$ cat src/rtl/control_sequencer.sv
// Five-step (T0..T4) microcode sequencer for an 8-bit bus CPU; control lines decode combinationally.
// Define COND_JUMP_EN to decode JC/JZ; otherwise 0110/0111 behave as NOP.
module control_sequencer (
   input  logic       clk,
   input  logic       rst,
   input  logic [3:0] opcode,
   input  logic       CF,
   input  logic       ZF,
   output logic       pc_en,
   output logic       pc_inc,
   output logic       pc_load,
   output logic       mar_load,
   output logic       ram_en,
   output logic       ram_load,
   output logic       ir_load,
   output logic       ir_en,
   output logic       a_load,
   output logic       a_en,
   output logic       b_load,
   output logic       out_load,
   output logic       alu_en,
   output logic       alu_sub,
   output logic       halted,
   output logic [2:0] step
);

   typedef enum logic [2:0] {T0 = 3'd0, T1 = 3'd1, T2 = 3'd2, T3 = 3'd3, T4 = 3'd4} step_e;

   step_e step_q, step_d;
   logic  halted_q, halted_d;
   logic  armed_q;

   // armed_q holds T0 for one full clock after reset release so T0 is never a partial cycle.
   // NOTE: sequential state uses non-blocking assignments so all registers update from pre-edge values.
   always_ff @(posedge clk or posedge rst) begin
      if (rst) begin
         step_q   <= T0;
         halted_q <= 1'b0;
         armed_q  <= 1'b0;
      end else begin
         step_q   <= step_d;
         halted_q <= halted_d;
         armed_q  <= 1'b1;
      end
   end

   always_comb begin
      step_d   = step_q;
      halted_d = halted_q;
      if (!halted_q && armed_q) begin
         if (step_q == T2 && opcode == 4'hF) begin
            halted_d = 1'b1;
         end else if (step_q == T4) begin
            step_d = T0;
         end else begin
            step_d = step_e'(step_q + 3'd1);
         end
      end
   end

   // NOTE: every output gets a default before the case so no latch is inferred.
   always_comb begin
      pc_en    = 1'b0;
      pc_inc   = 1'b0;
      pc_load  = 1'b0;
      mar_load = 1'b0;
      ram_en   = 1'b0;
      ram_load = 1'b0;
      ir_load  = 1'b0;
      ir_en    = 1'b0;
      a_load   = 1'b0;
      a_en     = 1'b0;
      b_load   = 1'b0;
      out_load = 1'b0;
      alu_en   = 1'b0;
      alu_sub  = 1'b0;
      if (!rst && !halted_q) begin
         case (step_q)
            T0: begin
               pc_en    = 1'b1;
               mar_load = 1'b1;
            end
            T1: begin
               ram_en  = 1'b1;
               ir_load = 1'b1;
               pc_inc  = 1'b1;
            end
            T2: begin
               case (opcode)
                  4'h0, 4'h1, 4'h2, 4'h3: begin
                     ir_en    = 1'b1;
                     mar_load = 1'b1;
                  end
                  4'h4: begin
                     ir_en  = 1'b1;
                     a_load = 1'b1;
                  end
                  4'h5: begin
                     ir_en   = 1'b1;
                     pc_load = 1'b1;
                  end
`ifdef COND_JUMP_EN
                  4'h6: begin
                     ir_en   = CF;
                     pc_load = CF;
                  end
                  4'h7: begin
                     ir_en   = ZF;
                     pc_load = ZF;
                  end
`endif
                  4'hE: begin
                     a_en     = 1'b1;
                     out_load = 1'b1;
                  end
                  default: ;
               endcase
            end
            T3: begin
               case (opcode)
                  4'h0: begin
                     ram_en = 1'b1;
                     a_load = 1'b1;
                  end
                  4'h1, 4'h2: begin
                     ram_en = 1'b1;
                     b_load = 1'b1;
                  end
                  4'h3: begin
                     a_en     = 1'b1;
                     ram_load = 1'b1;
                  end
                  default: ;
               endcase
            end
            T4: begin
               if (opcode == 4'h1 || opcode == 4'h2) begin
                  alu_en  = 1'b1;
                  a_load  = 1'b1;
                  alu_sub = (opcode == 4'h2);
               end
            end
            default: ;
         endcase
      end
   end

`ifndef COND_JUMP_EN
   // Flags only matter for conditional jumps; consume them so the NOP build stays lint-clean.
   logic unused_flags;
   assign unused_flags = CF ^ ZF;
`endif

   assign halted = halted_q;
   assign step   = step_q;

endmodule

$ cat config.mk
export PLATFORM = sky130hd
export DESIGN_NAME = control_sequencer
export DESIGN_NICKNAME = d
export VERILOG_FILES = /design/src/rtl/control_sequencer.sv
export SDC_FILE = /design/constraint.sdc
export NUM_CORES = 1
export LEC_CHECK = 0
export CAP_MARGIN = 20
export CORE_AREA = 2 2 42 44
export CTS_CLUSTER_SIZE = 25
export DETAILED_ROUTE_END_ITERATION = 7
export DIE_AREA = 0 0 44 46
export HOLD_SLACK_MARGIN = 0.15
export PLACE_DENSITY = 0.7
export SLEW_MARGIN = 10
export SYNTH_ARGS = -nofsm -noshare
export SYNTH_HDL_FRONTEND = slang
export SYNTH_SLANG_ARGS = --single-unit
$ cat constraint.sdc
create_clock -name clk -period 1.8 [get_ports clk]
set_input_delay 0.36 -clock clk [delete_from_list [all_inputs] [get_ports clk]]
set_output_delay 0.36 -clock clk [all_outputs]
set_load 0.01 [all_outputs]
## Word level (Yosys, flattened, before mapping)

Cells that the tools add are included.

| storage, ports and cells | value |
|---|---|
| register bits | 5 |

| cells by class | value |
|---|---|
| add/sub/neg operators | 1 |
| equality and inequality tests | 11 |
| mux-type cells | 38 |
| bitwise gates (word level) | 1 |
| reduce and logical (&&, ||, !) cells | 14 |

Operator list:

| kind | number |
|---|---|
| $mux W1 | 33 |
| $eq A4 B2 Y1 const B | 2 |
| $eq A4 B3 Y1 const B | 2 |
| $eq A4 B4 Y1 const B | 2 |
| $eq A3 B2 Y1 const B | 2 |
| $pmux W1 S2 | 3 |
| $reduce_or A6 Y1 | 1 |
| $eq A4 B1 Y1 const B | 1 |
| $logic_not A4 Y1 | 1 |
| $reduce_and A2 Y1 | 2 |
| $reduce_or A4 Y1 | 1 |
| $add A3 B1 Y3 const B | 1 |
| $eq A3 B1 Y1 const B | 1 |
| $eq A3 B3 Y1 const B | 1 |
| $logic_and A1 B1 Y1 | 3 |
| $logic_not A3 Y1 | 1 |
| $mux W3 | 1 |
| $pmux W1 S3 | 1 |
| $reduce_or A3 Y1 | 1 |
| $logic_not A1 Y1 | 2 |
| $reduce_or A2 Y1 | 1 |
| $logic_or A1 B1 Y1 | 1 |
| $not A1 Y1 | 1 |

## Logic depth before layout (Yosys ltp)

| depth | value |
|---|---|
| word-level depth | 5 |
| gate-level depth with buffers | 6 |
| gate-level depth less buffers | 5 |

## Worst setup path before layout

Ideal clock, no wire load.

| timing path | value |
|---|---|
| path type | flip-flop to output port |
| start point | reg step_q[2] (netlist: step[2]) |
| end point | out a_load |
| data arrival time | 1.589 ns |
| path slack | -0.149 ns |
| cell stages (with the launch flop) | 7 |
| path through | dfrtp_1 -> clkbuf_1 -> inv_1 -> ha_1 -> nand2b_1 -> a2111o_1 -> a21oi_1 |

| on the way | value |
|---|---|
| word-level cells in the longest chain between the ends | 3 |
| elaborated cells on any way between the ends | 5 |
| those cells by class | eq/ne (3); mux (2) |

RTL lines:

| item | line | source |
|---|---|---|
| start, declared | 29 | `step_e step_q, step_d;` |
| start signal, assigned | 41 | `step_q <= step_d;` |
| $eq A3 B3 Y1 or $eq A3 B2 Y1 (tied branches) | 78 | `case (step_q)` |
| $pmux W1 S3 (*) | 78 |  |
| $mux W1 (*) | 77 | `if (!rst && !halted_q) begin` |
| end, declared | 17 | `output logic a_load,` |

Mark *: on every way between the ends. The rest lies on a longest branch, timed or not.

## Worst setup path in the final report

| timing path | value |
|---|---|
| start point | reg step_q[1] (netlist: step[1]) |
| end point | out a_en |

| on the way | value |
|---|---|
| word-level cells in the longest chain between the ends | 3 |
| elaborated cells on any way between the ends | 4 |
| those cells by class | eq/ne (2); mux (2) |

RTL lines:

| item | line | source |
|---|---|---|
| $eq A3 B2 Y1 | 78 |  |
| $pmux W1 S2 (*) | 78 |  |
| $mux W1 (*) | 77 |  |
| end, declared | 18 | `output logic a_en,` |

Marked as above.

==> results.txt <==
----------------------------------------------------
[Clocking]
  Num CTS Buffers ... 3
  Number of hold buffers added after CTS ... 0
  Clock tree from TritonCTS ... yes
  Clock latency of the later-clocked register in the worst-skew pair ... 240 ps
  Clock root buffer ... sky130_fd_sc_hd__clkbuf_4
  Count of H-tree levels built during CTS ... 1
  Clock Path Buffers ... 2
  Clock transition at the registers of the reported paths ... 40 ps
  Count of clock tree sinks ... 5

[Job]
  MaxCap Viol Count ... 0

[Logic synthesis]
  Cell area after technology mapping ... 517 sq um
  Per-instance average area after synthesis ... 8.07 sq um
  Post-Synthesis Net Count ... 77
  Count of warnings emitted by yosys ... 0
  Number of synthesized register bits ... 5
  Share of synthesized cell area in and, or, nand and nor gates ... 0.332
  Xor and xnor area share after synthesis ... 0.0169
  Top cell type's share of synthesized area ... 0.242
  Arithmetic-cell share of the synthesized area counting full adders, half adders and majority gates ... 0.121
  Cells after Synth ... between 60 and 70
  Area leader, netlist ... sky130_fd_sc_hd__dfrtp_1
  Mux cell area share after synthesis ... 0.0630
  Synth Area in Compound Gates ... 0.160
  Largest family of logic cells by synthesized area ... simple AND/OR/NAND/NOR gates
  Unique masters post-synth ... 28
  Fraction of the yosys area taken by sequential cells ... 0.242
  Cell types with the largest area share after synthesis ... sky130_fd_sc_hd__dfrtp_1 (24%), sky130_fd_sc_hd__ha_1 (12%), sky130_fd_sc_hd__a21oi_1 (4.8%), sky130_fd_sc_hd__nor3_1 (4.8%), sky130_fd_sc_hd__mux2_1 (4.4%)

[Timing]
  Maximum frequency from static timing analysis ... 485 MHz
  Worst Hold Slack ... slightly below 300 ps
  Clock period minus final worst setup slack ... 2060 ps
  Final setup fails ... 11
  Worst-case setup margin in the final layout ... -262 ps
  Setup Total Neg Slack ... -1390 ps
  Post-route fraction of the period consumed by the critical path ... 1.15
  Setup repair after global routing missed its margin ... true
  Hold violation count in the final report ... 0
  Number of max-slew violations in the final report ... 0
  Clock skew ... 2.17 ps

[Die]
  Starting density of the core ... 0.320
  Placeable Area ... 0.00161 sq mm
  Die H ... between 40 and 50 microns
  # rows ... 15
  Die Footprint ... 0.00202 sq mm
  Width of the die ... 44 microns
  Number of top-level pins ... 26

[Critical path]
  Worst Setup Path Type ... flip-flop to output pin
  Cell count of the worst reg-to-reg path ... 7
  Worst path slowest cell ... sky130_fd_sc_hd__dfrtp_1
  Required time at the endpoint of the critical path ... 1440 ps
  Startpoint kind of the worst setup timing path ... flip-flop
  Critical path endpoint category ... output pin
  CP Data Arrival Time ... 1700 ps
  Cell family with the largest share of critical-path delay ... simple AND/OR/NAND/NOR gates
  Flop2flop setup slack ... 90 ps
  Maximum fanout along the worst path ... 3
  Cells traversed along the worst timing path ... buf_6 > ha_4 > nand4b_4 > or3_4 > a211oi_2 > buf_2
  Terminus of the critical flop-to-flop path ... step[0]
  Worst r2r src ... step[1]
  Largest stage delay, worst path ... approximately 390 ps
  CP Buf/Inv Count ... 2

[Power and ir drop]
  Worst voltage drop across the vdd grid ... 0.837 mV
  Cell area power density ... 1370 mW/mm^2
  Leakage component of the power ... 0.581 nW
  Overall power of the completed layout ... 1.55 mW

[Min path]
  Class of the worst hold path ... primary input to asynchronous set/reset pin

[GRT]
  Remaining global-route overflow ... 0
  GR Util All Layers ... 0.211
  Maximum number of pins on one net before global-route repair ... 8
  Vias in the first global route ... just under 700
  Global-route wire length before repair ... 3.08 mm
  Initial antenna violation count ... 0

[Run status]
  Status ... finished with violations
  Violated checks ... setup timing

[Placed design]
  Cell count after placement ... 128
  # port buffers ... 23
  Total cell area at the placement stage ... ~980 sq um
  Worst setup slack before clock tree synthesis ... -767 ps
  Final estimated routing congestion in global placement ... 0.885
  HPWL after detailed placement ... 1.38 mm

[Route]
  Post-route met1 wirelength ... 782 microns
  Total Wirelength ... 2.02 mm
  Antenna violation net count after detailed routing ... 0
  Average wire length per cell after detail routing ... 14.2 microns
  Sum of met2 wire segment lengths after detailed routing ... 1.09 mm
  DR vias ... 724
  DRC violation count after routing ... 0
  Met3 WL ... 98 microns
  Vias per inst ... around 5.1
  First-pass detailed-route iteration total ... 4
  DRT iter0 DRCs ... 3
  Uppermost metal layer occupied by signal nets ... met4

[Final layout]
  NumNets Final ... 139
  Proportion of layout cells with a drive suffix above 1 ... 0.600
  Post-layout instance count excluding filler cells ... 142
  Cell area after layout ... 0.00113 sq mm
  Antenna cells ... 0
  Post-layout util ... 0.698
  Total of fill cells in the finished design ... 122
  Layout overhead on the synthesized area ... 118%

----------------------------------------------------
-- kinds of logic (layout without fill, tap and decap cells) --
logic type,count (synthesis),count (layout)
xor gates and xnor gates,1,1
and+or+nand+nor,31,31
AOI/OAI and AO/OA,11,11
adders and majority gates,5,5
muxes,3,3
other,1,1
DFF,5,5
buffers and inverters,7,68
-- timing repair --
action	CTS	global route
setup buffers	7	3
resized for setup	75	11
pin swaps	9	7
setup endpoints to repair	15	16
endpoints found under the hold margin	0	0
-- cell usage after synthesis (all sizes together) --
| library cell | count |
|---|---|
| and2 | 2 |
| o211ai | 1 |
| buf | 1 |
| or2 | 1 |
| a41o | 1 |
| nor2b | 2 |
| nand4 | 2 |
| mux2 | 2 |
| inv | 4 |
| mux2i | 1 |
| nand4b | 1 |
| o21ai | 1 |
| or3 | 2 |
| a2111o | 1 |
| conb | 1 |
| ha | 5 |
| nand3 | 2 |
| dfrtp | 5 |
| nor3 | 5 |
| nand3b | 2 |
| clkbuf | 2 |
| a21o | 1 |
| nand2 | 5 |
| nand2b | 2 |
| nor2 | 5 |
| xor2 | 1 |
| a211oi | 1 |
| a21oi | 5 |
-- layout make-up --
type | instances | area (sq um) | area share
clock buffer | 4 | 26.3 | 0.0233
sequential | 5 | 128 | 0.113
multi-input combinational | 52 | 459 | 0.408
timing repair buffer | 60 | 474 | 0.421
tap | 17 | 21.3 | 0.0189
inverter | 4 | 17.5 | 0.0156
-- power breakdown --
part	internal (mW)	switching, mW
combinational	0.705	0.495
clock	0.0836	0.0425
sequential	0.164	0.0567
-- sequential cells by signal (all words and copies together), names as in the netlist --
| register | flops |
|---|---|
| step | 3 |
| halted | 1 |
| armed_q | 1 |
-- metal layers --
layer,GRT usage,vias up
li1,-,343
met1,0.227,343
met2,0.379,32
met3,0.0357,6
met4,0.133,0
met5,0,-
-- how the worst max path moves through the flow --
stage               startpoint      to  slack [ps]  cells past startpoint
finish                 step[1]    a_en        -260                      6
global route           step[1]  a_load        -320                      6
CTS                    step[0]    a_en        -260                      6
detailed placement   opcode[2]    a_en        -770                      5
global placement     opcode[2]    a_en        -740                      5
floorplan              step[2]  a_load           2                      6
-- cell usage in the layout, fill, tap and decap left out, types with 2 or more instances in the layout --
cell type,count
sky130_fd_sc_hd__buf_4,32
sky130_fd_sc_hd__buf_2,11
sky130_fd_sc_hd__buf_6,7
sky130_fd_sc_hd__nand2_1,5
sky130_fd_sc_hd__dlygate4sd2_1,5
sky130_fd_sc_hd__nor2_1,4
sky130_fd_sc_hd__a21oi_1,3
sky130_fd_sc_hd__nor3_2,3
sky130_fd_sc_hd__ha_4,3
sky130_fd_sc_hd__dfrtp_1,3
sky130_fd_sc_hd__clkbuf_4,3
sky130_fd_sc_hd__nor2b_1,2
sky130_fd_sc_hd__mux2_1,2
sky130_fd_sc_hd__inv_1,2
sky130_fd_sc_hd__nand2b_1,2
sky130_fd_sc_hd__nand4_1,2
sky130_fd_sc_hd__nand3b_1,2
sky130_fd_sc_hd__a21oi_2,2
sky130_fd_sc_hd__clkdlybuf4s50_1,2
sky130_fd_sc_hd__dlymetal6s2s_1,2
sky130_fd_sc_hd__dfrtp_2,2
-- worst min-delay path, stage by stage --
cell	delay, ps
sky130_fd_sc_hd__dlygate4sd2_1	240
sky130_fd_sc_hd__buf_4	140
sky130_fd_sc_hd__inv_1	160
(Power assumes the default switching activity.)
